--- config.mk ---
export PLATFORM = sky130hd
export DESIGN_NAME = uart_rx
export DESIGN_NICKNAME = d
export VERILOG_FILES = /design/src/rtl/uart_rx.sv
export SDC_FILE = /design/constraint.sdc
export NUM_CORES = 1
export LEC_CHECK = 0
export ABC_CLOCK_PERIOD_IN_PS = 1950
export CAP_MARGIN = 20
export CORE_MARGIN = 2
export CORE_UTILIZATION = 48
export CTS_CLUSTER_SIZE = 24
export DETAILED_ROUTE_END_ITERATION = 6
export GPL_TIMING_DRIVEN = 0
export HOLD_SLACK_MARGIN = 0.02
export PLACE_DENSITY = 0.73
export SETUP_SLACK_MARGIN = 0.2
export SLEW_MARGIN = 20
export SYNTH_ARGS = -nofsm -noshare
export SYNTH_HDL_FRONTEND = slang
export SYNTH_SLANG_ARGS = --single-unit
--- constraint.sdc ---
create_clock -name clk -period 1.95 [get_ports clk]
set_input_delay 0.39 -clock clk [delete_from_list [all_inputs] [get_ports clk]]
set_output_delay 0.39 -clock clk [all_outputs]
set_load 0.02 [all_outputs]
--- src/rtl/uart_rx.sv ---
// UART receiver: 8x-oversampled start/data/parity/stop recovery into a one-deep
// receive register with full, framing, parity and overrun status.
module uart_rx #(
  parameter bit PARITY_EN  = 1'b0,
  parameter bit PARITY_ODD = 1'b0
) (
  input  logic       clk,
  input  logic       rstb,
  input  logic       bclkx8,
  input  logic       rxd,
  input  logic       rd,
  output logic [7:0] rdata,
  output logic       rdrf,
  output logic       ferr,
  output logic       perr,
  output logic       oerr,
  output logic       busy
);

  typedef enum logic [2:0] {IDLE, START, DATA, PARITY, STOP} state_t;

  state_t      state, state_n;
  logic        bclkx8_d, tick;
  logic        rx_p0, rxs;
  logic [2:0]  sc, sc_n, bc, bc_n;
  logic [7:0]  shreg, shreg_n;
  logic        parbit, parbit_n;
  logic        stop_smp;

  // Nonzero when data plus received parity bit disagree with the selected sense.
  function automatic logic parity_err(input logic [7:0] d, input logic p);
    return PARITY_EN ? (^d ^ p ^ PARITY_ODD) : 1'b0;
  endfunction

  assign tick = bclkx8 & ~bclkx8_d;
  assign busy = (state != IDLE);

  always_comb begin
    state_n  = state;
    sc_n     = sc;
    bc_n     = bc;
    shreg_n  = shreg;
    parbit_n = parbit;
    stop_smp = 1'b0;
    if (tick) begin
      unique case (state)
        IDLE: begin
          if (!rxs) begin
            sc_n    = 3'd0;
            state_n = START;
          end
        end
        START: begin
          sc_n = sc + 3'd1;
          if (sc == 3'd3) begin
            if (rxs) begin
              state_n = IDLE;
            end else begin
              sc_n    = 3'd0;
              bc_n    = 3'd0;
              state_n = DATA;
            end
          end
        end
        DATA: begin
          sc_n = sc + 3'd1;
          if (sc == 3'd7) begin
            shreg_n = {rxs, shreg[7:1]};
            bc_n    = bc + 3'd1;
            if (bc == 3'd7) state_n = PARITY_EN ? PARITY : STOP;
          end
        end
        PARITY: begin
          sc_n = sc + 3'd1;
          if (sc == 3'd7) begin
            parbit_n = rxs;
            state_n  = STOP;
          end
        end
        STOP: begin
          sc_n = sc + 3'd1;
          if (sc == 3'd7) begin
            stop_smp = 1'b1;
            state_n  = IDLE;
          end
        end
        default: state_n = IDLE;
      endcase
    end
  end

  // Sync stage: line synchronizer, strobe edge detect, FSM and receive register
  always_ff @(posedge clk) begin
    if (rstb) begin
      state    <= IDLE;
      sc       <= 3'd0;
      bc       <= 3'd0;
      bclkx8_d <= 1'b0;
      rx_p0    <= 1'b1;
      rxs      <= 1'b1;
      rdata    <= 8'h00;
      rdrf     <= 1'b0;
      ferr     <= 1'b0;
      perr     <= 1'b0;
      oerr     <= 1'b0;
    end else begin
      state    <= state_n;
      sc       <= sc_n;
      bc       <= bc_n;
      bclkx8_d <= bclkx8;
      rx_p0    <= rxd;
      rxs      <= rx_p0;
      if (stop_smp) begin
        // A same-cycle read frees the register, so the new frame still loads.
        if (!rdrf || rd) begin
          rdata <= shreg;
          rdrf  <= 1'b1;
          ferr  <= ~rxs;
          perr  <= parity_err(shreg, parbit);
          if (rd) oerr <= 1'b0;
        end else begin
          oerr <= 1'b1;
        end
      end else if (rd) begin
        rdrf <= 1'b0;
        ferr <= 1'b0;
        perr <= 1'b0;
        oerr <= 1'b0;
      end
    end
  end

  // Shift register and parity capture carry data only; no reset needed.
  always_ff @(posedge clk) begin
    shreg  <= shreg_n;
    parbit <= parbit_n;
  end

endmodule

==> summary.md <==
| Metric | Value |
|---|---|
| Status | `finished, final reports clean` |
| GRT Overall Usage | `0.191` |
| Most frequent cells in the layout | `dfxtp_1 (21), clkdlybuf4s50_1 (14), a21oi_1 (11), nand2_1 (10)` |
| Worst-Margin Slew | `0.520 ns` |
| CP Max Fanout | `5` |
| Max clock buf depth | `2` |
| Static Leak | `0.652 nW` |
| Max-slew headroom | `0.653` |
| Final Critical Period | `1.74 ns` |
| Total chip power | `1.25 mW` |
| Reg-to-reg critical path startpoint | `sc[0]$_SDFFE_PP0P_` |
| Total gr overflow | `0` |
| Ant diodes | `0` |
| Cell Count, Final, Fillers Out | `194` |
| RD Place Congestion | `0.892` |
| Worst hold margin | `0.424 ns` |
| R2r setup slk | `0.21 ns` |
| Power per Cell Area | `707 mW/mm²` |
| Max Fclk | `575 MHz` |
| Post-Syn Nets | `146` |
| Site Rows | `19` |
| Dpl hpwl | `1980 µm` |
| Die X | `57.7 µm` |
| CTS tree | `done` |
| Vias | `1082` |
| Hold Violations, Final | `0` |
| Final Cycle Share | `0.891` |
| Critical Path End Type | `flip-flop` |
| Fin. max-slew vios | `0` |
| Htree depth | `2` |
| Largest net degree at the start of global routing | `11` |
| Initial DRC Count | `40` |
| Worst r2r dst | `bc[1]$_SDFFE_PP0P_` |
| Mapped cell area | `0.00138 mm²` |
| Dpl cells | `181` |
| Worst hold path depth | `1` |
| Clock sink total | `31` |
| DIE AREA | `0.00333 mm²` |
| Clock Tree Root | `clkbuf_4` |
| Gate Count Post-Synth | `134` |
| Sequential area share after synthesis | `0.507` |
| Crit path DAT | `2.02 ns` |
| Final Skew | `0.00655 ns` |
| Hold crit path type | `reg -> reg` |
| Initial antenna violation count | `0` |
| Critical path startpoint category | `flip-flop` |
| Reg2Reg Depth | `6` |
| Reg clk slew, reported paths | `0.10 ns` |
| Area of the core | `0.00276 mm²` |
| Worst path required time | `2.23 ns` |
| Layout cells sized above 1 | `0.196` |
| CTS buffer count | `5` |
| RSZ-0062 raised after global routing | `true` |
| Yosys Warn Count | `0` |
| FILL cells | `230` |
| Nets@finish | `174` |
| Drt wl/cell | `15.0 µm` |
| Initial Utilization | `0.501` |
| Final Setup Violations | `0` |
| First-pass GRT wire length | `4830 µm` |
| ANT nets after route | `0` |
| Drt pass-1 iters | `4` |
| Worst vdd ir | `728 µV` |
| Yosys reg bits | `31` |
| Crit path from | `sc[0]$_SDFFE_PP0P_` |
| Top Ports | `18` |
| Hold worst-path end | `rxs$_SDFF_PP1_` |
| Via-to-Cell Ratio | `5.58` |
| Max-cap violations | `0` |
| Drt total wl | `2910 µm` |
| Number of remaining DRC errors | `0` |
| Commonest non-fill, non-tap cell in the layout | `dfxtp_1` |
| I/O Buffers | `16` |
| Min-delay src | `rx_p0$_SDFF_PP1_` |
| Overall die height | `57.7 µm` |
| Avg Synthesized Cell Area | `10.3 µm²` |
| Crit path kind | `reg -> reg` |
| Area growth syn-to-layout | `28.1%` |
| Vias in the first global route | `1055` |
| Clock latency on the worst-skew pair | `0.35 ns` |
| Cell variety after synth | `33` |
## worst max-delay path, cell delays in order, from the launching register on
cell,delay [ns]
dfxtp_2,0.37
ha_4,0.17
ha_4,0.15
nand3b_1,0.08
a211o_1,0.35
or4_1,0.42
a21oi_1,0.15
## how the worst max path moves through the flow
stage / end / slack, ns / cells after the start
3_3_place_gp: shreg[2]$_DFFE_PP_ / -0.28 / 4
4_1_cts: bc[1]$_SDFFE_PP0P_ / 0.20 / 6
2_1_floorplan: bc[1]$_SDFFE_PP0P_ / 0.21 / 6
5_1_grt: bc[1]$_SDFFE_PP0P_ / 0.13 / 6
3_5_place_dp: shreg[2]$_DFFE_PP_ / -0.30 / 4
6_report: bc[1]$_SDFFE_PP0P_ / 0.21 / 6
## final cells by class
type | instances | area, µm² | area share
well taps | 31 | 38.8 | 0.0219
inverters | 6 | 22.5 | 0.0127
plain buffers | 7 | 41.3 | 0.0233
clock inverters | 2 | 35.0 | 0.0198
repair buffers | 21 | 208 | 0.117
multi-input cells | 90 | 671 | 0.379
clock buffers | 6 | 51.3 | 0.0290
flip-flops and latches | 31 | 703 | 0.397
## registers in the layout, indices dropped and copies added, names as in the netlist
signal	flops
rdata	8
shreg	8
bc	3
sc	3
state	3
bclkx8_d	1
ferr	1
oerr	1
rdrf	1
rx_p0	1
rxs	1
## layer usage
metal  vias up  track usage  routed length, µm
met3         4       0.0536                114
met5         -            0                  0
li1        529            -                  -
met1       524        0.240               1320
met2        25        0.313               1430
met4         0       0.0698                 45
## Yosys cell counts
cell type,count,share of area
a211o_1,2,0.013
mux2i_1,9,0.065
or3_1,3,0.014
clkbuf_1,3,0.0081
nor2b_1,4,0.018
nand2b_1,3,0.014
nor2_1,9,0.024
or3b_2,1,0.0063
nand2b_2,1,0.0063
o21ai_0,5,0.018
nand3b_1,2,0.011
or4_1,3,0.016
dfxtp_1,23,0.33
buf_4,1,0.0054
nor4_1,1,0.0045
or3b_1,1,0.0063
o211ai_1,2,0.011
a21oi_1,11,0.040
a32oi_1,1,0.0063
nand4bb_1,1,0.0081
buf_2,2,0.0072
or4b_1,1,0.0072
edfxtp_1,8,0.17
nor3_1,5,0.018
ha_1,7,0.063
nor4b_1,1,0.0063
buf_6,1,0.0081
inv_1,6,0.016
conb_1,1,0.0027
nand2_1,10,0.027
a211oi_1,2,0.011
nor4b_4,1,0.017
or2_2,3,0.014
## cell families (layout without fill, tap and decap cells)
logic type / Yosys count / in the layout / synth area share
AND/OR/NAND/NOR: 50 / 50 / 0.218
flip-flops: 31 / 31 / 0.507
AO/OA/AOI/OAI: 23 / 23 / 0.0986
buffers and inverters: 13 / 42 / 0.0452
multiplexers: 9 / 9 / 0.0652
adder cells (fa/ha/maj): 7 / 7 / 0.0633
other: 1 / 1 / 0.00271
## power breakdown
group | internal [mW] | switching (mW) | total (mW)
clock | 0.303 | 0.233 | 0.536
combinational | 0.0206 | 0.0297 | 0.0503
sequential | 0.661 | 0.00480 | 0.665
## per-stage QoR
stage / util / area [µm²] / worst slack, ns / TNS, ns
2_1_floorplan: - / 1390 / 0.209 / 0
3_3_place_gp: 0.576 / 1590 / -0.277 / -2.36
3_5_place_dp: 0.576 / 1590 / -0.303 / -2.92
4_1_cts: 0.637 / 1760 / 0.204 / 0
5_1_grt: 0.642 / 1770 / 0.133 / 0
6_report: 0.642 / 1770 / 0.212 / 0
## what timing repair did
| item | 4_1_cts | 5_1_grt |
|---|---|---|
| setup buffers | 4 | 1 |
| endpoints found under the hold margin | 0 | 0 |
| gates resized for setup | 12 | 4 |
| endpoints found under the setup margin | 19 | 20 |
| pin swaps | 3 | 3 |
| hold buffers | 0 | 0 |
Power figures use the tool's default switching activity.
==> RTL edit, RTL diff (config.mk and constraints unchanged) <==
Register the inputs `rxd` and `rd` before use. The logic sees them one clock later.
--- a/src/rtl/uart_rx.sv
+++ b/src/rtl/uart_rx.sv
@@ -18,6 +18,14 @@
 );
 
   typedef enum logic [2:0] {IDLE, START, DATA, PARITY, STOP} state_t;
+
+  logic rxd_q;
+  logic rd_q;
+
+  always_ff @(posedge clk) begin
+    rxd_q <= rxd;
+    rd_q  <= rd;
+  end
 
   state_t      state, state_n;
   logic        bclkx8_d, tick;
@@ -108,20 +116,20 @@
       sc       <= sc_n;
       bc       <= bc_n;
       bclkx8_d <= bclkx8;
-      rx_p0    <= rxd;
+      rx_p0    <= rxd_q;
       rxs      <= rx_p0;
       if (stop_smp) begin
         // A same-cycle read frees the register, so the new frame still loads.
-        if (!rdrf || rd) begin
+        if (!rdrf || rd_q) begin
           rdata <= shreg;
           rdrf  <= 1'b1;
           ferr  <= ~rxs;
           perr  <= parity_err(shreg, parbit);
-          if (rd) oerr <= 1'b0;
+          if (rd_q) oerr <= 1'b0;
         end else begin
           oerr <= 1'b1;
         end
-      end else if (rd) begin
+      end else if (rd_q) begin
         rdrf <= 1'b0;
         ferr <= 1'b0;
         perr <= 1'b0;
Function: changed (a bounded check fails within 4 cycles, from zero or initial values and one cycle with rstb high).
==> RTL edit against the original RTL <==
Area after synthesis grew 5.4%; power grew 0.49%; setup slack lost 0.043 ns; critical path type unchanged; wire length grew 8.7%; worst hold slack lost 0.0016 ns; critical path depth is the same; design area grew 12%; final cell count grew 8.8%; core utilization grew 6.1 points; non-clock buffer count grew 15; sequential cell count grew 2; via count grew 4.4%.
==> RTL edit: results (changes against the original RTL) <==
* Via-to-Cell Ratio at 5.36 (-4.0%)
* Crit-path max FO at 5 (unchanged)
* Hold Crit Depth at 1 (unchanged)
* Clock Tree Root: clkbuf_4
* Port bufs at 15 (-1)
* Clock transition at path regs at 0.10 ns (about the same)
* Vias in the first global route at 1019 (-3.4%)
* Met2 usage at 29.8% (-1.5 points)
* Ant. Diodes at 0 (unchanged)
* Max clock buf depth at 2 (unchanged)
* Peak VDD IR at 0.537 mV (-26%)
* Hold_sp: rxd_q$_DFF_P_
* Layout cells sized above 1 at 27.2% (+7.6 points)
* Tot GR Track Use at 18.2% (-0.87 points)
* Static Leak at 0.736 nW (+13%)
* Worst clock skew at 0.00351 ns (-0.00304 ns)
* H-tree depth at 2 (unchanged)
* Worst Hold Class: flip-flop to flip-flop
* GP Congestion at 0.799 (-10%)
* Status: finished clean
* First-iteration detailed-routing DRC count at 29 (-28%)
* Most frequent cells after synthesis: dfxtp_1 (25), nor2_1 (15), mux2i_1 (12)
* GRT met3 Usage at 6.55% (+1.2 points)
* DP Area at 1660 µm² (+4.7%)
* Largest net degree at the start of global routing at 11 (unchanged)
* Worst Hold End: rx_p0$_SDFF_PP1_
* Yosys synthesis warning count at 0 (unchanged)
* Seq/Total Area, Yosys at 50.8% (+0.14 points)
* Worst r2r src: sc[0]$_SDFFE_PP0P_
* Reg-to-Reg End: bc[0]$_SDFFE_PP0P_
* R2r setup slk at 0.17 ns (-0.04 ns)
* Syn_nets at 151 (+3.4%)
* Synth area leaders: dfxtp_1 (34%), edfxtp_1 (16%), mux2i_1 (8.2%)
* EDFF count, synth at 8 (unchanged)
* Worst reg-to-reg path cell count at 6 (unchanged)
* DP Wirelength at 1910 µm (-3.5%)
* DRT Pass-1 Iters at 4 (unchanged)
* Initial antenna violation count at 0 (unchanged)
* Final nets at 191 (+9.8%)
* Total CTS buffers at 5 (unchanged)
* Routing usage on met1 at 22.7% (-1.3 points)
* Clock insertion delay at the later pin of the skew report at 0.33 ns (-0.02 ns)
* Hold WS at 0.423 ns (-0.00158 ns)
* Max_slew headroom at 65.8% (+0.54 points)
* Count of cell types in the netlist at 40 (+21%)
* Ys async rst share at 0% (unchanged)
* First-pass GRT wire length at 4730 µm (-2.2%)
* Largest registers: rdata (8), shreg (8)
* Avg WL per Cell at 15.0 µm (about the same)
* CP arrival at 2.00 ns (-0.02 ns)
* Worst slack, placed at -0.173 ns (+0.130 ns)
* Fill count at 203 (-12%)
## RTL edit: cell count changes after synthesis, moves of 4 or more
| cell | before | now |
|---|---|---|
| nand2_1 | 10 | 5 |
| nand2b_1 | 3 | 9 |
| nor2_1 | 9 | 15 |
| clkbuf_1 | 3 | 7 |
## RTL edit: per-stage QoR
| stage | utilization [%] | cells |
|---|---|---|
| 6_report | 70.3 | 211 |
| 5_1_grt | 70.3 | 211 |
| 4_1_cts | 65.1 | 198 |
| 3_5_place_dp | 58.8 | 185 |
| 3_3_place_gp | 58.8 | 185 |
| 2_1_floorplan | - | 139 |
## RTL edit: worst max-delay path by stage
stage | slack [ns] | start | to | cells after the start
after floorplan | 0.21 | sc[0]$_SDFFE_PP0P_ | shreg[0]$_DFFE_PP_ | 4
after global placement | -0.16 | bclkx8 | shreg[7]$_DFFE_PP_ | 3
after detailed placement | -0.17 | bclkx8 | shreg[6]$_DFFE_PP_ | 3
after CTS | 0.18 | sc[0]$_SDFFE_PP0P_ | bc[0]$_SDFFE_PP0P_ | 6
after global routing | 0.14 | sc[0]$_SDFFE_PP0P_ | bc[1]$_SDFFE_PP0P_ | 6
final | 0.17 | sc[0]$_SDFFE_PP0P_ | bc[0]$_SDFFE_PP0P_ | 6
## RTL edit: repair_timing
action | 4_1_cts | 5_1_grt
setup endpoints to repair | 22 | 23
resized for setup | 23 | 22
cloned | 0 | 1
pin swaps | 3 | 4
setup buffers | 5 | 12
## RTL edit: critical path, stage by stage, from the launching register on
cell	delay, ns
dfxtp_2	0.35
ha_4	0.18
ha_4	0.16
or4b_4	0.49
and2_4	0.20
nor3b_4	0.17
mux2i_1	0.13
## RTL edit: area by class of cell
| type | count | area (µm²) | area share (%) |
|---|---|---|---|
| repair buffers | 33 | 300 | 15.1 |
| well taps | 31 | 38.8 | 1.95 |
| plain buffers | 10 | 82.6 | 4.15 |
| multi-input cells | 91 | 718 | 36.1 |
| flip-flops and latches | 33 | 756 | 38.0 |
| clock inverters | 2 | 33.8 | 1.70 |
| inverters | 5 | 18.8 | 0.943 |
| clock buffers | 6 | 41.3 | 2.08 |
## RTL edit: routing by layer
| layer | up-vias | wire length (µm) |
|---|---|---|
| li1 | 561 | - |
| met1 | 534 | 1470 |
| met2 | 33 | 1540 |
| met3 | 2 | 150 |
| met4 | 0 | 8 |
| met5 | - | 0 |
## RTL edit: cell families after synthesis
logic type      synth area share (%)
mux                             8.24
buf+inv                         4.89
compound gates                  8.41
other cells                    0.257
fa+ha+maj                       6.01
simple gates                    21.4
flops                           50.8
## RTL edit: where the power goes
group          switching (W)  leakage, nW  internal (W)
Sequential        0.00000552        0.279      0.000700
Combinational      0.0000289        0.417     0.0000271
Clock               0.000229       0.0399      0.000267
Total               0.000264        0.736      0.000994
